==> src/rtl/mem_arbiter_pkg.sv <==
// Shared definitions for the memory-port arbiter: LS type codes, IO map, FSM encodings, payload.
package mem_arbiter_pkg;

  localparam int unsigned XLEN             = 32;
  localparam int unsigned DEF_STARVE_LIMIT = 4;
  localparam logic [XLEN-1:0] DEF_IO_BASE  = 32'h0003_0000;

  // Load/store type codes: [1:0] 00 word / 01 half / 10 byte, [2] sign-extend
  localparam logic [2:0] LS_LW  = 3'b000;
  localparam logic [2:0] LS_LH  = 3'b101;
  localparam logic [2:0] LS_LB  = 3'b110;
  localparam logic [2:0] LS_LHU = 3'b001;
  localparam logic [2:0] LS_LBU = 3'b010;
  localparam logic [2:0] LS_SW  = 3'b000;
  localparam logic [2:0] LS_SH  = 3'b001;
  localparam logic [2:0] LS_SB  = 3'b010;

  // Arbiter FSM encodings
  localparam logic [2:0] ST_IDLE     = 3'd0;
  localparam logic [2:0] ST_BUSY_IC  = 3'd1;
  localparam logic [2:0] ST_BUSY_LSB = 3'd2;
  localparam logic [2:0] ST_RESP     = 3'd3;
  localparam logic [2:0] ST_DRAIN    = 3'd4;

  // Payload latched toward the memory controller at grant
  typedef struct packed {
    logic [XLEN-1:0] addr;
    logic [XLEN-1:0] wdata;
    logic            r_nw;
    logic [2:0]      kind;
  } mem_req_t;

  // Stores into IO space must wait while the IO write buffer is full
  function automatic logic is_io_store(input logic [XLEN-1:0] addr, input logic r_nw,
                                       input logic [XLEN-1:0] io_base);
    return !r_nw && (addr >= io_base);
  endfunction

endpackage

==> src/rtl/mem_arb_picker.sv <==
// Combinational grant choice between icache and LSB with starvation bound and IO-store gate.
module mem_arb_picker
  import mem_arbiter_pkg::*;
#(
  parameter int unsigned     STARVE_LIMIT = DEF_STARVE_LIMIT,
  parameter logic [XLEN-1:0] IO_BASE      = DEF_IO_BASE,
  parameter int unsigned     CNT_W        = 3
) (
  input  logic             ic_req,
  input  logic             flush,
  input  logic             lsb_req,
  input  logic [XLEN-1:0]  lsb_addr,
  input  logic             lsb_r_nw,
  input  logic             io_buffer_full,
  input  logic [CNT_W-1:0] starve_cnt,
  output logic             grant_ic_c,
  output logic             grant_lsb_c
);

  logic ic_ok;
  logic lsb_ok;
  logic starved;

  // LSB normally wins; icache wins when alone or once the LSB has used up its streak
  always_comb begin
    ic_ok       = ic_req && !flush;
    lsb_ok      = lsb_req && !(io_buffer_full && is_io_store(lsb_addr, lsb_r_nw, IO_BASE));
    starved     = (starve_cnt == CNT_W'(STARVE_LIMIT));
    grant_ic_c  = ic_ok && (!lsb_ok || starved);
    grant_lsb_c = lsb_ok && !grant_ic_c;
  end

endmodule

==> src/rtl/mem_arbiter.sv <==
// Shares the byte-serial memory controller port between icache fetches and LSB accesses.
module mem_arbiter
  import mem_arbiter_pkg::*;
#(
  parameter int unsigned     STARVE_LIMIT = DEF_STARVE_LIMIT,
  parameter logic [XLEN-1:0] IO_BASE      = DEF_IO_BASE
) (
  input  logic            clk_in,
  input  logic            rst_in,
  input  logic            rdy_in,
  input  logic            ic_req,
  input  logic [XLEN-1:0] ic_addr,
  output logic            ic_done,
  output logic [XLEN-1:0] ic_rdata,
  input  logic            flush,
  input  logic            lsb_req,
  input  logic [XLEN-1:0] lsb_addr,
  input  logic [XLEN-1:0] lsb_wdata,
  input  logic            lsb_r_nw,
  input  logic [2:0]      lsb_type,
  output logic            lsb_done,
  output logic [XLEN-1:0] lsb_rdata,
  output logic            mc_activate,
  output logic [XLEN-1:0] mc_addr,
  output logic [XLEN-1:0] mc_wdata,
  output logic            mc_r_nw,
  output logic [2:0]      mc_type,
  input  logic            mc_data_avail,
  input  logic [XLEN-1:0] mc_data_out,
  input  logic            io_buffer_full
);

  localparam int unsigned CNT_W = $clog2(STARVE_LIMIT + 1);

  logic [2:0]      state, state_d;
  logic [CNT_W-1:0] starve_cnt, starve_d;
  mem_req_t        req_q, req_d;
  logic            own_lsb, own_lsb_d;
  logic [XLEN-1:0] resp_q, resp_d;
  logic            act_d, ic_done_d, lsb_done_d;
  logic [XLEN-1:0] ic_rdata_d, lsb_rdata_d;
  logic            grant_ic_c, grant_lsb_c;

  mem_arb_picker #(
    .STARVE_LIMIT (STARVE_LIMIT),
    .IO_BASE      (IO_BASE),
    .CNT_W        (CNT_W)
  ) u_picker (
    .ic_req         (ic_req),
    .flush          (flush),
    .lsb_req        (lsb_req),
    .lsb_addr       (lsb_addr),
    .lsb_r_nw       (lsb_r_nw),
    .io_buffer_full (io_buffer_full),
    .starve_cnt     (starve_cnt),
    .grant_ic_c     (grant_ic_c),
    .grant_lsb_c    (grant_lsb_c)
  );

  assign mc_addr  = req_q.addr;
  assign mc_wdata = req_q.wdata;
  assign mc_r_nw  = req_q.r_nw;
  assign mc_type  = req_q.kind;

  // Next-state and next-output logic; done pulses are raised on the RESP exit edge
  always_comb begin
    state_d     = state;
    act_d       = mc_activate;
    req_d       = req_q;
    starve_d    = starve_cnt;
    own_lsb_d   = own_lsb;
    resp_d      = resp_q;
    ic_done_d   = 1'b0;
    lsb_done_d  = 1'b0;
    ic_rdata_d  = ic_rdata;
    lsb_rdata_d = lsb_rdata;
    case (state)
      ST_IDLE: begin
        if (grant_lsb_c) begin
          state_d   = ST_BUSY_LSB;
          act_d     = 1'b1;
          own_lsb_d = 1'b1;
          req_d     = '{addr: lsb_addr, wdata: lsb_wdata, r_nw: lsb_r_nw, kind: lsb_type};
          if (ic_req && (starve_cnt != CNT_W'(STARVE_LIMIT)))
            starve_d = starve_cnt + CNT_W'(1);
        end else if (grant_ic_c) begin
          state_d   = ST_BUSY_IC;
          act_d     = 1'b1;
          own_lsb_d = 1'b0;
          req_d     = '{addr: ic_addr, wdata: '0, r_nw: 1'b1, kind: LS_LW};
          starve_d  = '0;
        end
      end
      ST_BUSY_IC: begin
        if (flush) begin
          // cancelled fetch: let the controller finish, then drop the data
          if (mc_data_avail) begin
            state_d = ST_IDLE;
            act_d   = 1'b0;
          end else begin
            state_d = ST_DRAIN;
          end
        end else if (mc_data_avail) begin
          state_d = ST_RESP;
          act_d   = 1'b0;
          resp_d  = mc_data_out;
        end
      end
      ST_BUSY_LSB: begin
        if (mc_data_avail) begin
          state_d = ST_RESP;
          act_d   = 1'b0;
          resp_d  = mc_data_out;
        end
      end
      ST_RESP: begin
        state_d = ST_IDLE;
        if (own_lsb) begin
          lsb_done_d  = 1'b1;
          lsb_rdata_d = resp_q;
        end else if (!flush) begin
          ic_done_d  = 1'b1;
          ic_rdata_d = resp_q;
        end
      end
      ST_DRAIN: begin
        if (mc_data_avail) begin
          state_d = ST_IDLE;
          act_d   = 1'b0;
        end
      end
      default: begin
        state_d = ST_IDLE;
        act_d   = 1'b0;
      end
    endcase
  end

  // FSM state register; rdy_in low freezes it
  always_ff @(posedge clk_in or posedge rst_in) begin
    if (rst_in)      state <= ST_IDLE;
    else if (rdy_in) state <= state_d;
  end

  // Payload, starvation counter and response registers; rdy_in low freezes them
  always_ff @(posedge clk_in or posedge rst_in) begin
    if (rst_in) begin
      mc_activate <= 1'b0;
      req_q       <= '0;
      starve_cnt  <= '0;
      own_lsb     <= 1'b0;
      resp_q      <= '0;
      ic_done     <= 1'b0;
      lsb_done    <= 1'b0;
      ic_rdata    <= '0;
      lsb_rdata   <= '0;
    end else if (rdy_in) begin
      mc_activate <= act_d;
      req_q       <= req_d;
      starve_cnt  <= starve_d;
      own_lsb     <= own_lsb_d;
      resp_q      <= resp_d;
      ic_done     <= ic_done_d;
      lsb_done    <= lsb_done_d;
      ic_rdata    <= ic_rdata_d;
      lsb_rdata   <= lsb_rdata_d;
    end
  end

endmodule

==> config.mk <==
export PLATFORM = sky130hd
export DESIGN_NAME = mem_arbiter
export DESIGN_NICKNAME = d
export VERILOG_FILES = /design/src/rtl/mem_arbiter_pkg.sv /design/src/rtl/mem_arb_picker.sv /design/src/rtl/mem_arbiter.sv
export SDC_FILE = /design/constraint.sdc
export NUM_CORES = 1
export LEC_CHECK = 0
export ABC_AREA = 1
export ABC_CLOCK_PERIOD_IN_PS = 6100
export BUFFER_PORTS_ARGS = -buffer_cell sky130_fd_sc_hd__buf_4
export CELL_PAD_IN_SITES_DETAIL_PLACEMENT = 0
export CELL_PAD_IN_SITES_GLOBAL_PLACEMENT = 1
export CORE_AREA = 2 2 148 150
export CTS_CLUSTER_SIZE = 28
export DETAILED_ROUTE_END_ITERATION = 7
export DIE_AREA = 0 0 150 152
export GPL_TIMING_DRIVEN = 0
export PLACE_DENSITY_LB_ADDON = 0.1
export SKIP_CTS_REPAIR_TIMING = 1
export SLEW_MARGIN = 20
export SYNTH_ARGS = -nofsm -noshare
export SYNTH_HDL_FRONTEND = slang
export SYNTH_SLANG_ARGS = --single-unit
==> constraint.sdc <==
create_clock -name clk_in -period 6.1 [get_ports clk_in]
set_input_delay 0.61 -clock clk_in [delete_from_list [all_inputs] [get_ports clk_in]]
set_output_delay 0.61 -clock clk_in [all_outputs]
set_load 0.02 [all_outputs]
==> metrics.md, run 1 <==
| Metric | Value |
|---|---|
| First-pass GRT wire length | `34,620 um` |
| CP startpoint kind | `register` |
| CTS tree | `done` |
| Die Wd | `150 um` |
| Final Hold Viols | `0` |
| Height of the die | `152 um` |
| Latest clock arrival within the worst-skew pair | `0.43 ns` |
| Crit. End Element | `register` |
| Placed Instance Area | `9968 um^2` |
| Max Slew Vio Count | `0` |
| Switch share | `38.36%` |
| ANT nets after route | `0` |
| Status | `finished, final reports clean` |
| Setup ws final | `4.343 ns` |
| Area leader, netlist | `dfrtp_1` |
| Final Cycle Share | `28.80%` |
| Sw power | `2042 uW` |
| Pint | `3281 uW` |
| Drt pass-1 iters | `4` |
| Via density | `4.437` |
| R2R setup slack | `4.34 ns` |
| Crit-path cells | `inv_1 -> ha_1 -> nand2_1 -> o211ai_1 -> buf_2 -> buf_2 -> nand2_1 -> nand3_1 -> nand2_1` |
| Total track usage | `19.16%` |
| Final Cell Area | `10,610 um^2` |
| Critical Path Sink | `mc_addr[7]` |
| Std-Cell Rows | `54` |
| Layout fillers | `2,167` |
| Setup repair after global routing missed its margin | `no` |
| WL per Instance | `14.72 um` |
| Clock transition at path regs | `0.07 ns` |
| Post-synth ARST share | `100.0%` |
| Register area share after synthesis | `57.86%` |
| Most used flip-flop cell after synthesis | `dfrtp_1` |
| Avg Inst Size Synth | `8.601 um^2` |
| Clock tree buffer depth | `2` |
| Worst slack, placed | `3.936 ns` |
| Pwr dens | `501.9 nW/um^2` |
| Initial core utilization | `35.25%` |
| Most frequent cell after synthesis | `nand2_1` |
| Critical Path Slowest Stage Cell | `dfrtp_1` |
| Final Critical Period | `1.757 ns` |
| Largest net degree at the start of global routing | `92` |
| Peak supply drop | `0.0001919 V` |
| Slew headroom | `57.11%` |
| FF-to-FF path depth | `9` |
| Nets | `1,311` |
| Syn-to-layout area delta | `40.93%` |
| CTS Root Cell | `clkbuf_16` |
| Post-synthesis cell type count | `23` |
| Initial antenna violation count | `0` |
| WP data required | `6.42 ns` |
| Leak Pwr | `0.005839 uW` |
| Post-Synthesis Cells | `875` |
| WP data arrival | `2.08 ns` |
| # port buffers | `274` |
| Area share of the leading cell type in the synthesized netlist | `57.86%` |
| # clock sinks | `174` |
| Die ar. | `22,800 um^2` |
| EDFF count, synth | `0` |
| Core Region | `21,350 um^2` |
| Hold Path Class | `in -> async` |
| Setup Skew | `0.009796 ns` |
| Vias | `6,483` |
| Final core utilization | `49.68%` |
| # diodes | `0` |
| MaxCap Viol Count | `0` |
| YS warnings | `0` |
| Cts bufs inserted | `17` |
| Placed Cells | `1,430` |
| Synth Register Bits | `174` |
| Clk network pwr share | `22.3%` |
| Worst r2r dst | `mc_addr[7]` |
| Worst-path fanout max | `10` |
| Crit path largest cell delay | `0.40 ns` |
| RR Startpoint | `starve_cnt[0]` |
| Top cells by count, synth | `nand2_1, dfrtp_1, inv_1` |
| Crit path top cell by count | `nand2_1` |
| Main area contributors after synthesis | `dfrtp_1, nand2_1, inv_1` |
| CP startpoint | `starve_cnt[0]` |
| Fin cells | `1,461` |
| Vias in the first global route | `6,572` |
| Syn Nets | `1,017` |
| WL final | `21,500 um` |
| Max Freq | `569.1 MHz` |
| Proportion of layout cells with a drive suffix above 1 | `32.68%` |
| Tot Pwr | `5324 uW` |
| Final setup viols | `0` |
| Worst Tran Pin Value | `0.6434 ns` |
| Flop pwr share | `36.6%` |
| Final HPWL DP | `15,540 um` |
| Overflow after GRT | `0` |
| DRC | `0` |
| Gpl congestion | `0.7774` |
| I/O pins | `275` |
| CTS H-Tree Depth | `4` |
| Detailed router's first-iteration violation count | `335` |
| Setup CP Type | `reg -> reg` |
| Combinational share of power | `41.1%` |
| Post-Synthesis Cell Area | `7526 um^2` |
how the worst min path moves through the flow:
stage	startpoint	endpoint	slack, ns	cells past startpoint
2_1_floorplan	own_lsb	own_lsb	0.48	2
4_1_cts	rst_in	mc_addr[27]	0.29	2
3_5_place_dp	mc_addr[23]	mc_addr[23]	0.47	2
6_report	rst_in	mc_addr[27]	0.24	2
5_1_grt	rst_in	mc_addr[27]	0.30	2
3_3_place_gp	mc_activate	mc_activate	0.46	2
routing by layer:
layer	part of all wire (%)	global-route usage, %
met2	48	31.38
met3	7.2	5.556
met5	0	0
met1	44	24.95
met4	1.0	4.852
cells by family after synthesis:
logic type	after synthesis	share of synthesized area [%]
AO/OA/AOI/OAI	142	11.09
XOR/XNOR	1	0.1164
AND/OR/NAND/NOR	402	21.08
buffers and inverters	154	9.526
flip-flops	174	57.86
adder cells (fa/ha/maj)	2	0.3324
registers in the layout (all words and copies together), names as in the netlist:
| signal | count |
|---|---|
| ic_done | 1 |
| ic_rdata | 32 |
| lsb_done | 1 |
| lsb_rdata | 32 |
| mc_activate | 1 |
| mc_addr | 32 |
| mc_r_nw | 1 |
| mc_type | 3 |
| mc_wdata | 32 |
| own_lsb | 1 |
| resp_q | 32 |
| starve_cnt | 3 |
| state | 3 |
power by group through the flow:
stage               Clock (uW)  Sequential, uW  Combinational [uW]
floorplan                    0            2420                 760
global placement             0            1950                2200
detailed placement           0            1960                2220
global route              1270            2020                2400
finish                    1190            1950                2190
CTS                       1220            1950                2220
critical path, delay by kind of cell, from the launching register on:
family	cells	cell delay, ns
flip-flops	1	0.40
AO/OA/AOI/OAI	1	0.20
buffers and inverters	3	0.62
AND/OR/NAND/NOR	4	0.29
adder cells (fa/ha/maj)	1	0.14
cell type report:
cell class                 count  area (um^2)  area share (%)
sequential                   174         4354           41.05
multi-input combinational    547         2455           23.14
clock inverter                13        198.9           1.876
tap                          280        350.3           3.303
inverter                     109        416.7           3.928
clock buffer                  18        439.2           4.141
buffer                        45        307.8           2.902
timing repair buffer         275         2085           19.65
layout by cell type, fill, tap and decap left out, types with 2 or more instances in the layout:
master and instances:
inv_8 3, o21ai_0 59, nor3_2 2, buf_6 13, clkbuf_2 2, inv_1 105
inv_6 4, clkbuf_16 17, buf_4 277, a21oi_1 6, clkbuf_1 5, nor2_1 54
nand3_1 39, nand2_2 3, ha_1 2, dfrtp_1 174, inv_2 3, bufinv_16 4
a21oi_2 28, buf_2 22, o21ai_1 47, nand2_1 302
per-stage QoR:
step / setup TNS [ns] / hold slack, ns
finish: 0 / 0.2369
CTS: 0 / 0.2878
global route: 0 / 0.2981
detailed placement: 0 / 0.4665
global placement: -281.76 / 0.4592
floorplan: 0 / 0.4815
Power figures use the tool's default switching activity.
==> run 2: changes to the inputs <==
--- a/config.mk
+++ b/config.mk
@@ -5,15 +5,15 @@
 export SDC_FILE = /design/constraint.sdc
 export NUM_CORES = 1
 export LEC_CHECK = 0
-export ABC_AREA = 1
-export ABC_CLOCK_PERIOD_IN_PS = 6100
+export ABC_AREA = 0
+export ABC_CLOCK_PERIOD_IN_PS = 1600
 export BUFFER_PORTS_ARGS = -buffer_cell sky130_fd_sc_hd__buf_4
 export CELL_PAD_IN_SITES_DETAIL_PLACEMENT = 0
 export CELL_PAD_IN_SITES_GLOBAL_PLACEMENT = 1
-export CORE_AREA = 2 2 148 150
+export CORE_AREA = 2 2 146 148
 export CTS_CLUSTER_SIZE = 28
 export DETAILED_ROUTE_END_ITERATION = 7
-export DIE_AREA = 0 0 150 152
+export DIE_AREA = 0 0 148 150
 export GPL_TIMING_DRIVEN = 0
 export PLACE_DENSITY_LB_ADDON = 0.1
 export SKIP_CTS_REPAIR_TIMING = 1
==> constraint.sdc (replaced) <==
create_clock -name clk_in -period 1.6 [get_ports clk_in]
set_input_delay 0.16 -clock clk_in [delete_from_list [all_inputs] [get_ports clk_in]]
set_output_delay 0.16 -clock clk_in [all_outputs]
set_load 0.02 [all_outputs]
==> run 2 against run 1 <==
  * The run now ends with negative setup slack left
  * Via count is 15% lower
  * Maximum frequency down 12%
  * Synthesized area down 5.7%
  * Core utilization rose by 8.1 points
  * Cell count is 21% lower
  * Highest routed layer unchanged
==> metrics.md, run 2 <==
| Metric | Value |
|---|---|
| Die Wd | `148 um` |
| Most frequent cells in the layout | `buf_4, dfrtp_1, mux2_4, mux2_2, dlygate4sd3_1` |
| Core Region | `20,690 um^2` |
| DRC | `0` |
| Critical Path Slowest Stage Cell | `dfrtp_1` |
| # diodes | `0` |
| Hold path startpoint | `rdy_in` |
| WL final | `20,830 um` |
| Final HPWL DP | `14,160 um` |
| Total track usage | `17.15%` |
| Most common library cell in the layout ignoring fill and taps | `buf_4` |
| Final Cycle Share | `125.3%` |
| Final setup viols | `114` |
| Hold_ws | `0.01523 ns` |
| Max Slew Vio Count | `0` |
| Crit path largest cell delay | `0.39 ns` |
| Post-synthesis cell type count | `44` |
| # clock sinks | `174` |
| Flop pwr share | `35.5%` |
| Switch share | `35.15%` |
| Met3 Use GR | `6.067%` |
| MaxCap Viol Count | `0` |
| Most frequent cell after synthesis | `dfrtp_1` |
| Sequential cell area | `4354 um^2` |
| Via density | `4.744` |
| Avg Inst Size Synth | `15.17 um^2` |
| Synth Register Bits | `174` |
| FF-to-FF path depth | `8` |
| Combinational share of power | `45.7%` |
| Crit. End Element | `register` |
| Register area share after synthesis | `61.33%` |
| Overflow after GRT | `0` |
| Hold Path Class | `in -> reg` |
| Gpl congestion | `0.7742` |
| Leak Pwr | `0.005977 uW` |
| EDFF count, synth | `0` |
| Cts bufs inserted | `17` |
| Worst-path fanout max | `6` |
| Std-Cell Rows | `53` |
| Die ar. | `22,200 um^2` |
| Area leader, netlist | `dfrtp_1` |
| Most used flip-flop cell after synthesis | `dfrtp_1` |
| Met1 Usage GRT | `20.23%` |
| Crit-path cells | `inv_2 -> ha_4 -> nand2_4 -> o311a_4 -> buf_12 -> clkbuf_16 -> mux2_4 -> mux2_4` |
| Final Cell Area | `11,960 um^2` |
| Status | `finished with violations` |
| Syn Nets | `610` |
| CTS Root Cell | `clkbuf_16` |
| RR Startpoint | `starve_cnt[0]` |
| Drt pass-1 iters | `4` |
| Worst r2r dst | `mc_addr[26]` |
| Hold path cells | `2` |
| Final Critical Period | `2.005 ns` |
| Detailed router's first-iteration violation count | `170` |
| GR Util met2 | `30.02%` |
| Height of the die | `150 um` |
| Setup ws final | `-0.4049 ns` |
| Slew headroom | `51.15%` |
| Pint | `14,190 uW` |
| Layout fillers | `1,738` |
| CP bufs+invs | `3` |
| GR peak layer | `met2` |
| Sw power | `7689 uW` |
| Post-Synthesis Cells | `468` |
| Area of the multi-input gates | `2919 um^2` |
| Clock tree buffer depth | `2` |
| Final Hold Viols | `0` |
| Vias in the first global route | `5,468` |
| Pwr dens | `1829 nW/um^2` |
| Syn-to-layout area delta | `68.43%` |
| Clk network pwr share | `18.9%` |
| Nets | `1,016` |
| CTS tree | `done` |
| ANT nets after route | `0` |
| Cell family with most CP delay | `multiplexers` |
| Main area contributors after synthesis | `dfrtp_1, mux2_2, mux2_1` |
| Worst Tran Pin Value | `0.7312 ns` |
| Largest net degree at the start of global routing | `37` |
| Max Freq | `498.8 MHz` |
| Area share of the leading cell type in the synthesized netlist | `61.33%` |
| Setup Skew | `0.01072 ns` |
| CP startpoint kind | `register` |
| Min-Delay Endpoint | `state[2]` |
| Initial antenna violation count | `0` |
| Setup repair after global routing missed its margin | `yes` |
| Peak supply drop | `0.0009533 V` |
| Top cells by count, synth | `dfrtp_1, mux2_2, a22o_1` |
| YS warnings | `0` |
| R2R setup slack | `-0.40 ns` |
| Initial core utilization | `34.31%` |
| CTS H-Tree Depth | `4` |
| Post-synth ARST share | `100.0%` |
| WP data required | `1.91 ns` |
| Latest clock arrival within the worst-skew pair | `0.42 ns` |
| Setup CP Type | `reg -> reg` |
| I/O pins | `275` |
| Crit path top cell by count | `mux2_4` |
| Clock transition at path regs | `0.07 ns` |
| Placed Instance Area | `9792 um^2` |
| WL per Instance | `17.94 um` |
| Vias | `5,508` |
| Post-Synthesis Cell Area | `7099 um^2` |
| Proportion of layout cells with a drive suffix above 1 | `62.75%` |
| WP data arrival | `2.31 ns` |
| # port buffers | `274` |
| Failing checks | `negative setup slack` |
| First-pass GRT wire length | `29,860 um` |
## run 2: final cells by class
class	count	area share (%)
sequential	174	36.41
tap	275	2.877
timing repair buffer	389	27.82
clock inverter	13	1.256
buffer	26	3.118
multi-input combinational	254	24.41
inverter	12	0.4290
clock buffer	18	3.673
## run 2: worst register-to-register path: cells and delay by family, from the launching register on
family | cells | cell delay [ns]
muxes | 2 | 0.56
buffers and inverters | 3 | 0.41
DFF | 1 | 0.39
AOI/OAI and AO/OA | 1 | 0.33
adders and majority gates | 1 | 0.14
and+or+nand+nor | 1 | 0.05
## run 2: through the flow
step	util [%]	total power [uW]	worst slack [ns]	TNS, ns	instances
after floorplan	-	12710	-0.7847	-154.26	468
after global placement	46.81	16350	-1.830	-387.05	1017
after detailed placement	47.33	16590	-0.6666	-73.42	1022
after CTS	50.18	20840	-0.6835	-66.83	1053
after global routing	57.80	23080	-0.4446	-35.93	1161
final	57.80	21880	-0.4049	-26.94	1161
## run 2: cell families after synthesis
logic type                 count (synthesis)  synth area share, %
buffers and inverters                     40                3.190
muxes                                    161                25.52
and+or+nand+nor                           26                2.168
adders and majority gates                  3               0.4934
AOI/OAI and AO/OA                         64                7.297
DFF                                      174                61.33
## run 2: worst max path at each step
stage,from,to,cells past startpoint
6_report,starve_cnt[0],mc_addr[26],8
5_1_grt,starve_cnt[0],mc_addr[26],8
4_1_cts,state[2],lsb_rdata[12],5
3_5_place_dp,state[2],lsb_rdata[13],5
3_3_place_gp,rst_in,mc_wdata[2],2
2_1_floorplan,rst_in,ic_done,1
## run 2: routing by layer
layer  wire length [um]  part of all wire (%)  up-vias
li1                   -                     -     2527
met5                  0                     0        -
met2              10870                    52      184
met4                237                   1.1        0
met3               1391                   6.7       21
met1               8332                    40     2776
## run 2: power groups by stage
| stage | clock network [uW] | registers [uW] | logic, uW |
|---|---|---|---|
| after floorplan | 0 | 9550 | 3160 |
| after global placement | 0 | 7650 | 8690 |
| after detailed placement | 0 | 7780 | 8820 |
| after CTS | 4260 | 7730 | 8850 |
| after global routing | 4460 | 8040 | 10600 |
| final | 4130 | 7760 | 9990 |
